[src/rtl/quad_mac_pkg.sv]
// rtl/quad_mac_pkg.sv - shared types and constants for the quadratic MAC scheduler
package quad_mac_pkg;

    localparam int DW_DEF = 16;

    function automatic int aw_of(input int dw);
        return 3 * dw + 2;
    endfunction

    typedef enum logic [1:0] {
        IDLE  = 2'd0,
        STEP1 = 2'd1,
        STEP2 = 2'd2,
        HOLD  = 2'd3
    } state_t;

    localparam logic [1:0] CFG_A = 2'd0;
    localparam logic [1:0] CFG_B = 2'd1;
    localparam logic [1:0] CFG_C = 2'd2;

endpackage

[src/rtl/rr_arbiter2.sv]
// rtl/rr_arbiter2.sv - two-request round-robin grant with a registered priority pointer
module rr_arbiter2 (
    input  logic       clk,
    input  logic       rst_n,
    input  logic [1:0] i_req,
    input  logic       i_advance,
    output logic [1:0] o_gnt
);

    logic r_ptr;

    always_comb begin
        o_gnt = 2'b00;
        if (!r_ptr) begin
            if (i_req[0])      o_gnt = 2'b01;
            else if (i_req[1]) o_gnt = 2'b10;
        end else begin
            if (i_req[1])      o_gnt = 2'b10;
            else if (i_req[0]) o_gnt = 2'b01;
        end
    end

    // Advancing moves priority to the requester that was not just granted.
    always_ff @(posedge clk or negedge rst_n) begin
        if (!rst_n) begin
            r_ptr <= 1'b0;
        end else if (i_advance) begin
            r_ptr <= o_gnt[0];
        end
    end

endmodule

[src/rtl/quad_mac_sched.sv]
// rtl/quad_mac_sched.sv - shares one Horner MAC (a*x+b, then acc*x+c) between two job-locked requesters
module quad_mac_sched
    import quad_mac_pkg::*;
#(
    parameter int DW = DW_DEF
) (
    input  logic                 clk,
    input  logic                 reset_n,
    input  logic [1:0]           in_valid,
    output logic [1:0]           in_ready,
    input  logic [DW-1:0]        in_x0,
    input  logic [DW-1:0]        in_x1,
    input  logic [1:0]           in_last,
    input  logic                 cfg_we,
    input  logic [1:0]           cfg_sel,
    input  logic [DW-1:0]        cfg_data,
    output logic                 cfg_err,
    output logic                 out_valid,
    input  logic                 out_ready,
    output logic [3*DW+1:0]      out_y,
    output logic                 out_id,
    output logic                 out_last,
    output logic                 busy
);

    localparam int AW = aw_of(DW);

    state_t                r_state, w_next;
    logic                  r_lock, r_owner, r_id, r_last;
    logic signed [DW-1:0]  r_a, r_b, r_c, r_x;
    logic signed [AW-1:0]  r_acc, r_y;
    logic                  r_out_valid, r_out_id, r_out_last, r_cfg_err;

    logic [1:0]            w_arb_req, w_gnt;
    logic                  w_hs, w_out_hs, w_advance, w_busy, w_sel_id;
    logic signed [AW-1:0]  w_a_aw, w_b_aw, w_c_aw, w_x_aw, w_step1, w_step2;

    // While a job is locked the arbiter only ever sees the owner, so it grants the owner.
    assign w_arb_req = r_lock ? (r_owner ? 2'b10 : 2'b01) : in_valid;

    rr_arbiter2 u_arb (
        .clk       (clk),
        .rst_n     (reset_n),
        .i_req     (w_arb_req),
        .i_advance (w_advance),
        .o_gnt     (w_gnt)
    );

    assign in_ready  = (r_state == IDLE) ? w_gnt : 2'b00;
    assign w_hs      = |(in_ready & in_valid);
    assign w_sel_id  = w_gnt[1];
    assign w_out_hs  = (r_state == HOLD) && out_ready;
    assign w_advance = w_out_hs && r_out_last;
    assign w_busy    = (r_state != IDLE) || r_lock;

    // AW-wide products keep the exact low AW bits; the true results always fit.
    assign w_a_aw  = {{(AW-DW){r_a[DW-1]}}, r_a};
    assign w_b_aw  = {{(AW-DW){r_b[DW-1]}}, r_b};
    assign w_c_aw  = {{(AW-DW){r_c[DW-1]}}, r_c};
    assign w_x_aw  = {{(AW-DW){r_x[DW-1]}}, r_x};
    assign w_step1 = w_a_aw * w_x_aw + w_b_aw;
    assign w_step2 = r_acc * w_x_aw + w_c_aw;

    always_comb begin
        w_next = r_state;
        case (r_state)
            IDLE:    if (w_hs) w_next = STEP1;
            STEP1:   w_next = STEP2;
            STEP2:   w_next = HOLD;
            HOLD:    if (out_ready) w_next = IDLE;
            default: w_next = IDLE;
        endcase
    end

    always_ff @(posedge clk or negedge reset_n) begin
        if (!reset_n) begin
            r_state     <= IDLE;
            r_lock      <= 1'b0;
            r_owner     <= 1'b0;
            r_id        <= 1'b0;
            r_last      <= 1'b0;
            r_x         <= '0;
            r_a         <= '0;
            r_b         <= '0;
            r_c         <= '0;
            r_acc       <= '0;
            r_y         <= '0;
            r_out_valid <= 1'b0;
            r_out_id    <= 1'b0;
            r_out_last  <= 1'b0;
            r_cfg_err   <= 1'b0;
        end else begin
            r_state <= w_next;
            if (w_hs) begin
                r_x     <= w_sel_id ? in_x1 : in_x0;
                r_id    <= w_sel_id;
                r_last  <= in_last[w_sel_id];
                r_lock  <= 1'b1;
                r_owner <= w_sel_id;
            end
            if (r_state == STEP1) begin
                r_acc <= w_step1;
            end
            if (r_state == STEP2) begin
                r_y         <= w_step2;
                r_out_valid <= 1'b1;
                r_out_id    <= r_id;
                r_out_last  <= r_last;
            end
            if (w_out_hs) begin
                r_out_valid <= 1'b0;
                if (r_out_last) r_lock <= 1'b0;
            end
            if (cfg_we && !w_busy) begin
                case (cfg_sel)
                    CFG_A:   r_a <= cfg_data;
                    CFG_B:   r_b <= cfg_data;
                    CFG_C:   r_c <= cfg_data;
                    default: ;
                endcase
            end
            r_cfg_err <= cfg_we && (w_busy || (cfg_sel == 2'd3));
        end
    end

    assign out_valid = r_out_valid;
    assign out_y     = r_y;
    assign out_id    = r_out_id;
    assign out_last  = r_out_last;
    assign cfg_err   = r_cfg_err;
    assign busy      = w_busy;

endmodule

[config.mk]
export PLATFORM = sky130hd
export DESIGN_NAME = quad_mac_sched
export DESIGN_NICKNAME = d
export VERILOG_FILES = /design/src/rtl/quad_mac_pkg.sv /design/src/rtl/rr_arbiter2.sv /design/src/rtl/quad_mac_sched.sv
export SDC_FILE = /design/constraint.sdc
export NUM_CORES = 2
export LEC_CHECK = 0
export ABC_CLOCK_PERIOD_IN_PS = 8700
export CORE_MARGIN = 5
export CORE_UTILIZATION = 55
export CTS_BUF_LIST = sky130_fd_sc_hd__clkbuf_8
export DETAILED_ROUTE_END_ITERATION = 10
export PLACE_DENSITY = 0.73
export SYNTH_ARGS = -nofsm -noshare
export SYNTH_HDL_FRONTEND = slang
export SYNTH_SLANG_ARGS = --single-unit
export TNS_END_PERCENT = 5
[constraint.sdc]
create_clock -name clk -period 8.7 [get_ports clk]
set_clock_uncertainty 0.15 [all_clocks]
set_input_delay 1.305 -clock clk [delete_from_list [all_inputs] [get_ports clk]]
set_output_delay 1.305 -clock clk [all_outputs]
set_load 0.005 [all_outputs]
Word level (Yosys, flattened, before mapping)
Cells that the tools add are included.
{"block": "totals", "elab_cells": 64, "out_inout_bits": 57, "reg_bits": 174, "in_bits": 58}
{"block": "op_classes", "n_mul": 2, "n_addsub": 2, "n_mux": 19, "bitwise": 1, "n_reduce_logical": 16, "n_eq_ne": 8, "magnitude_cmp": 1}
{"operator": "$add 50x16->50", "count": 1}
{"operator": "$mul 50x16->50", "count": 1}
{"operator": "$add 32x16->33", "count": 1}
{"operator": "$mul 16x16->32", "count": 1}
{"operator": "$mux 2", "count": 9}
{"operator": "$mux 16", "count": 1}
{"operator": "$eq 2x2->1 const B", "count": 4}
{"operator": "$mux 1", "count": 8}
{"operator": "$pmux 2 s4", "count": 1}
{"operator": "$reduce_and 2->1", "count": 4}
{"operator": "$eq 2x1->1 const B", "count": 2}
{"operator": "$logic_and 1x1->1", "count": 4}
{"operator": "$logic_not 2->1", "count": 2}
{"operator": "$ne 2x2->1 const B", "count": 2}
{"operator": "$reduce_bool 2->1", "count": 2}
{"operator": "$and 2x2->2", "count": 1}
{"operator": "$logic_or 1x1->1", "count": 2}
{"operator": "$lt 1x2->1 const B", "count": 1}
{"operator": "$reduce_or 2->1", "count": 1}
{"operator": "$logic_not 1->1", "count": 1}

Depth between registers and ports, before layout
{"block": "depth", "word_depth": 11, "depth_mapped": 26, "ltp_nobuf": 25}

Cells and area by module
A second synthesis with hierarchy kept.
{"block": "hier_totals", "cells_unflattened": 3716, "hier_area_um2": 35838.1}
{"mod": "quad_mac_sched", "instances": 1, "area_per_inst_um2": 35775.6, "cells_each": 3711, "seq_area_each_um2": 3903.7}
{"mod": "rr_arbiter2", "instances": 1, "area_per_inst_um2": 62.6, "cells_each": 5, "seq_area_each_um2": 25.0}

Worst setup path after synthesis
OpenSTA, ideal clock, no wires.
{"block": "synth_timing", "kind": "flip-flop to flip-flop", "start": "reg r_x[7]", "end": "reg r_y[42] (netlist: out_y[42])", "n_path_buf": 2, "path_stages_with_launch": 26, "path_slack_ns": 1.951, "t_arrival_ns": 6.475, "synth_period_minus_slack_ns": 6.749, "required_ns": 8.425, "setup_ns": 0.125, "cell_sequence": "dfrtp_1 > clkbuf_1 > clkbuf_1 > nand2_1 > fa_1 > inv_1 > fa_1 > inv_1 > fa_1 > inv_1 > fa_1 > fa_1 > inv_1 > fa_1 > inv_1 > ha_1 > and4_4 > o2111a_1 > a211oi_2 > o41a_1 > nor4_4 > nor3_2 > o21ai_0 > a31oi_1 > xnor2_1 > mux2_2"}
{"block": "synth_between", "elab_chain_len": 2}
{"item": "start, declared", "line_no": "quad_mac_sched.sv:30", "rtl": "logic signed [DW-1:0] r_a, r_b, r_c, r_x;"}
{"item": "start signal, assigned", "line_no": "quad_mac_sched.sv:95", "rtl": "r_x <= w_sel_id ? in_x1 : in_x0;"}
{"item": "$mul 50x16->50", "line_no": "quad_mac_sched.sv:62", "rtl": "assign w_step2 = r_acc * w_x_aw + w_c_aw;"}
{"item": "$add 50x16->50", "line_no": "quad_mac_sched.sv:62"}
{"item": "end signal, assigned", "line_no": "quad_mac_sched.sv:105", "rtl": "r_y <= w_step2;"}
{"item": "end, declared", "line_no": "quad_mac_sched.sv:31", "rtl": "logic signed [AW-1:0] r_acc, r_y;"}
Every way passes these cells.
A chain may end at the register's enable or synchronous reset.

Worst setup path after layout
{"block": "layout_timing", "start": "reg r_x[1]", "end": "reg r_y[42] (netlist: out_y[42])"}
Same word-level chain as after synthesis.

==> impl_metrics.yaml <==
routing:
  first_pass_iters: 5
  drc_errors: 0
  drt-total-wl_um: 84200
  viasPerCell: 5.39
  vias: 24603
  drt_iter0_markers: 1427
  drt-wirelength-per-cell_um: 18.4
  final_antenna_net_count: 0
synth:
  ys_warn_count: 0
  synth_compound_area_share_pct: 4.41
  syn_avg_cell_area_um2: 9.62
  synth_cells: 3690
  seq_area_frac_synth_pct: 11.1
  synthXorXnorAreaFrac_pct: 2.00
  yosysMostFrequentCell: "inv_1"
  ys_top_cells_by_area: "fa_1 (47%), dfrtp_1 (11%), inv_1 (9.3%)"
  synth_cell_type_count: 56
  synth-edff-count: 0
  ys.flop_type: "dfrtp_1"
  muxShareOfSynthArea_pct: 4.34
  netlist_top_cells_count: "inv_1 (882), fa_1 (827), nand2_1 (501)"
  synth_top_family_by_area: "adder cells"
  synth-async-reset-ratio_pct: 100
  synthAdderAreaFrac_pct: 54.0
  synth_top_area_cell: "fa_1"
  yosys.area_share.simple_pct: 13.1
  synth.cell_area_um2: 35500
  synth_top_area_share_pct: 46.6
  synth-seq-cells: 157
  synth_nets: 4783
worst_setup_path:
  end_kind: "flop"
  crit_family: "adder cells"
  max_stage_delay_ns: 1.06
  worst_ep_required_time_ns: 9.00
  worst_setup_path_start_kind: "flop"
  crit_path_cell_trace: "nand2_1 -> fa_1 -> fa_1 -> fa_1 -> inv_1 -> fa_1 -> fa_1 -> inv_1 -> fa_1 -> inv_1 -> ha_1 -> and4_4 -> o2111a_1 -> a211oi_2 -> o41a_1 -> nor4_4 -> nor3_2 -> o21ai_0 -> a31oi_1 -> xnor2_1 -> mux2_2"
  reg2reg_depth: 21
  cp_common_cell: "fa_1"
  worstPathMaxFanout: 28
  cp.depth: 21
  crit_type: "flop to flop"
  cp_slowest_cell: "dfrtp_1"
  crit_arrival_ns: 8.10
  worst-path-buf-inv: 3
placed_design:
  place_congestion: 0.878
  hpwlAfterDp_um: 68700
  portBuffers: 114
layout:
  area.growth.synth_to_final_pct: 6.72
  nNetsFinal: 4792
  fillers: 5545
  drive_above_1_share_pct: 5.77
floorplanning:
  io_pins: 115
  fp.dieH_um: 264
  die_w_um: 264
  start_util_pct: 55.3
  die-area_um2: 69700
  num_rows: 93
  core-area_um2: 64200
clock_tree:
  cts_hold_buf: 0
  post_cts_buffers: 0
  htreeDepth: 4
  insertion_delay_ns: 0.58
  clkSinkCount: 157
  root_buffer: "clkbuf_8"
  cts_resized: 0
  clk_pin_slew_ns: 0.11
  cts_tree: "yes"
  cts_made_buffers: 17
  clk_path_buf_depth: 2
sta:
  rsz0062_at_grt: "false"
  relSlewSlack_pct: 19.1
  setup_violations: 0
  slew_viol_final: 0
  fmax_mhz: 128
  worst_pin_slew_ns: 1.21
  finalHoldViolCount: 0
  timing.final.crit_share_pct: 89.7
  setup_tns_ns: 0
  period_needed_ns: 7.80
global_routing:
  first_global_vias: 27530
  grt_pass1_wl_um: 143000
  overflow: 0
  antenna_found_initial: 1
  grt_max_degree: 60
  grt_usage_pct: 25.8
min_path:
  worstHoldPathType: "flop to flop"
  hold_depth: 2
outcome:
  status: "finished clean"
job:
  drv_cap: 0
[through the flow]
step | area [um^2] | util (%) | hold WS, ns | cells | worst slack (ns)
final | 37900 | 59.0 | 0.346 | 4568 | 0.900
after global routing | 37900 | 59.0 | 0.377 | 4568 | 0.558
after CTS | 37900 | 59.0 | 0.345 | 4567 | 0.985
after detailed placement | 37500 | 58.3 | 0.321 | 4535 | 1.05
after global placement | 37500 | 58.3 | 0.313 | 4535 | 1.14
after floorplan | 35500 | - | 0.294 | 3690 | 1.95
[registers in the layout (all words and copies together) (netlist names)]
| register | flops |
|---|---|
| cfg_err | 1 |
| out_id | 1 |
| out_last | 1 |
| out_valid | 1 |
| out_y | 50 |
| r_a | 16 |
| r_acc | 33 |
| r_b | 16 |
| r_c | 16 |
| r_id | 1 |
| r_last | 1 |
| r_lock | 1 |
| r_state | 2 |
| r_x | 16 |
| u_arb.r_ptr | 1 |
[final timing paths]
kind / start / to / slack [ns]
max in group asynchronous: reset_n / out_y[38] / 6.68
min in group asynchronous: reset_n / r_a[2] / 0.53
max reg2reg: r_x[1] / out_y[42] / 0.90
min reg2reg: r_last / r_last / 0.35
min: r_last / r_last / 0.35
max: r_x[1] / out_y[42] / 0.90
[cell families (layout without fill, tap and decap cells)]
family	after synthesis	in the layout
AO/OA/AOI/OAI	252	252
XOR/XNOR	81	81
adder cells (fa/ha/maj)	1035	1035
buffers and inverters	1049	1071
flip-flops	157	157
multiplexers	139	139
other	0	1
AND/OR/NAND/NOR	977	977
[cell usage in the layout, fill, tap and decap left out, drive strengths merged, types with 4 or more instances in the layout]
master | synthesis | layout
a21o | 32 | 32
nand2 | 501 | 501
nand4 | 11 | 11
nor2 | 78 | 78
o21ai | 60 | 60
o21bai | 13 | 13
fa | 827 | 827
clkbuf | 163 | 17
nand3 | 18 | 18
and3 | 7 | 7
o21a | 11 | 11
a21boi | 4 | 4
xnor2 | 60 | 60
ha | 208 | 208
a21oi | 81 | 81
inv | 882 | 887
mux2 | 120 | 120
clkinv | 0 | 9
a211oi | 4 | 4
mux2i | 19 | 19
nor2b | 10 | 10
o31ai | 7 | 7
o211ai | 9 | 9
dfrtp | 157 | 157
and2 | 307 | 307
or3 | 5 | 5
clkdlybuf4s50 | 0 | 113
buf | 4 | 44
a31oi | 10 | 10
xor2 | 21 | 21
nor3 | 14 | 14
nand2b | 15 | 15
[layout make-up]
| class | count | area (um^2) | area share, % |
|---|---|---|---|
| timing repair buffer | 157 | 1480 | 3.90 |
| multi-input combinational | 2484 | 27700 | 73.0 |
| inverter | 882 | 3310 | 8.74 |
| clock inverter | 15 | 195 | 0.515 |
| sequential | 157 | 3930 | 10.4 |
| antenna | 1 | 2.50 | 0.00661 |
| tap | 855 | 1070 | 2.82 |
| clock buffer | 17 | 234 | 0.618 |
[metal layers]
layer  GRT usage (%)  routed length (um)  up-vias
met5               0                   0        -
met4            10.0                3640        0
met3            3.19                4080      193
met2            45.1               43000      771
met1            33.0               33500    12788
li1                -                   -    10851
[worst register-to-register path: stages, from the launching register on]
cell      delay [ns]
dfrtp_1         1.06
nand2_1         0.21
fa_1            0.57
fa_1            0.47
fa_1            0.58
inv_1           0.07
fa_1            0.50
fa_1            0.50
inv_1           0.05
fa_1            0.47
inv_1           0.04
ha_1            0.37
and4_4          0.27
o2111a_1        0.20
a211oi_2        0.13
o41a_1          0.59
nor4_4          0.45
nor3_2          0.11
o21ai_0         0.30
a31oi_1         0.16
xnor2_1         0.15
mux2_2          0.27
Power is left out: the tool's default activity adds up to more than one toggle a clock period on the data nets, which glitch-free logic cannot reach.
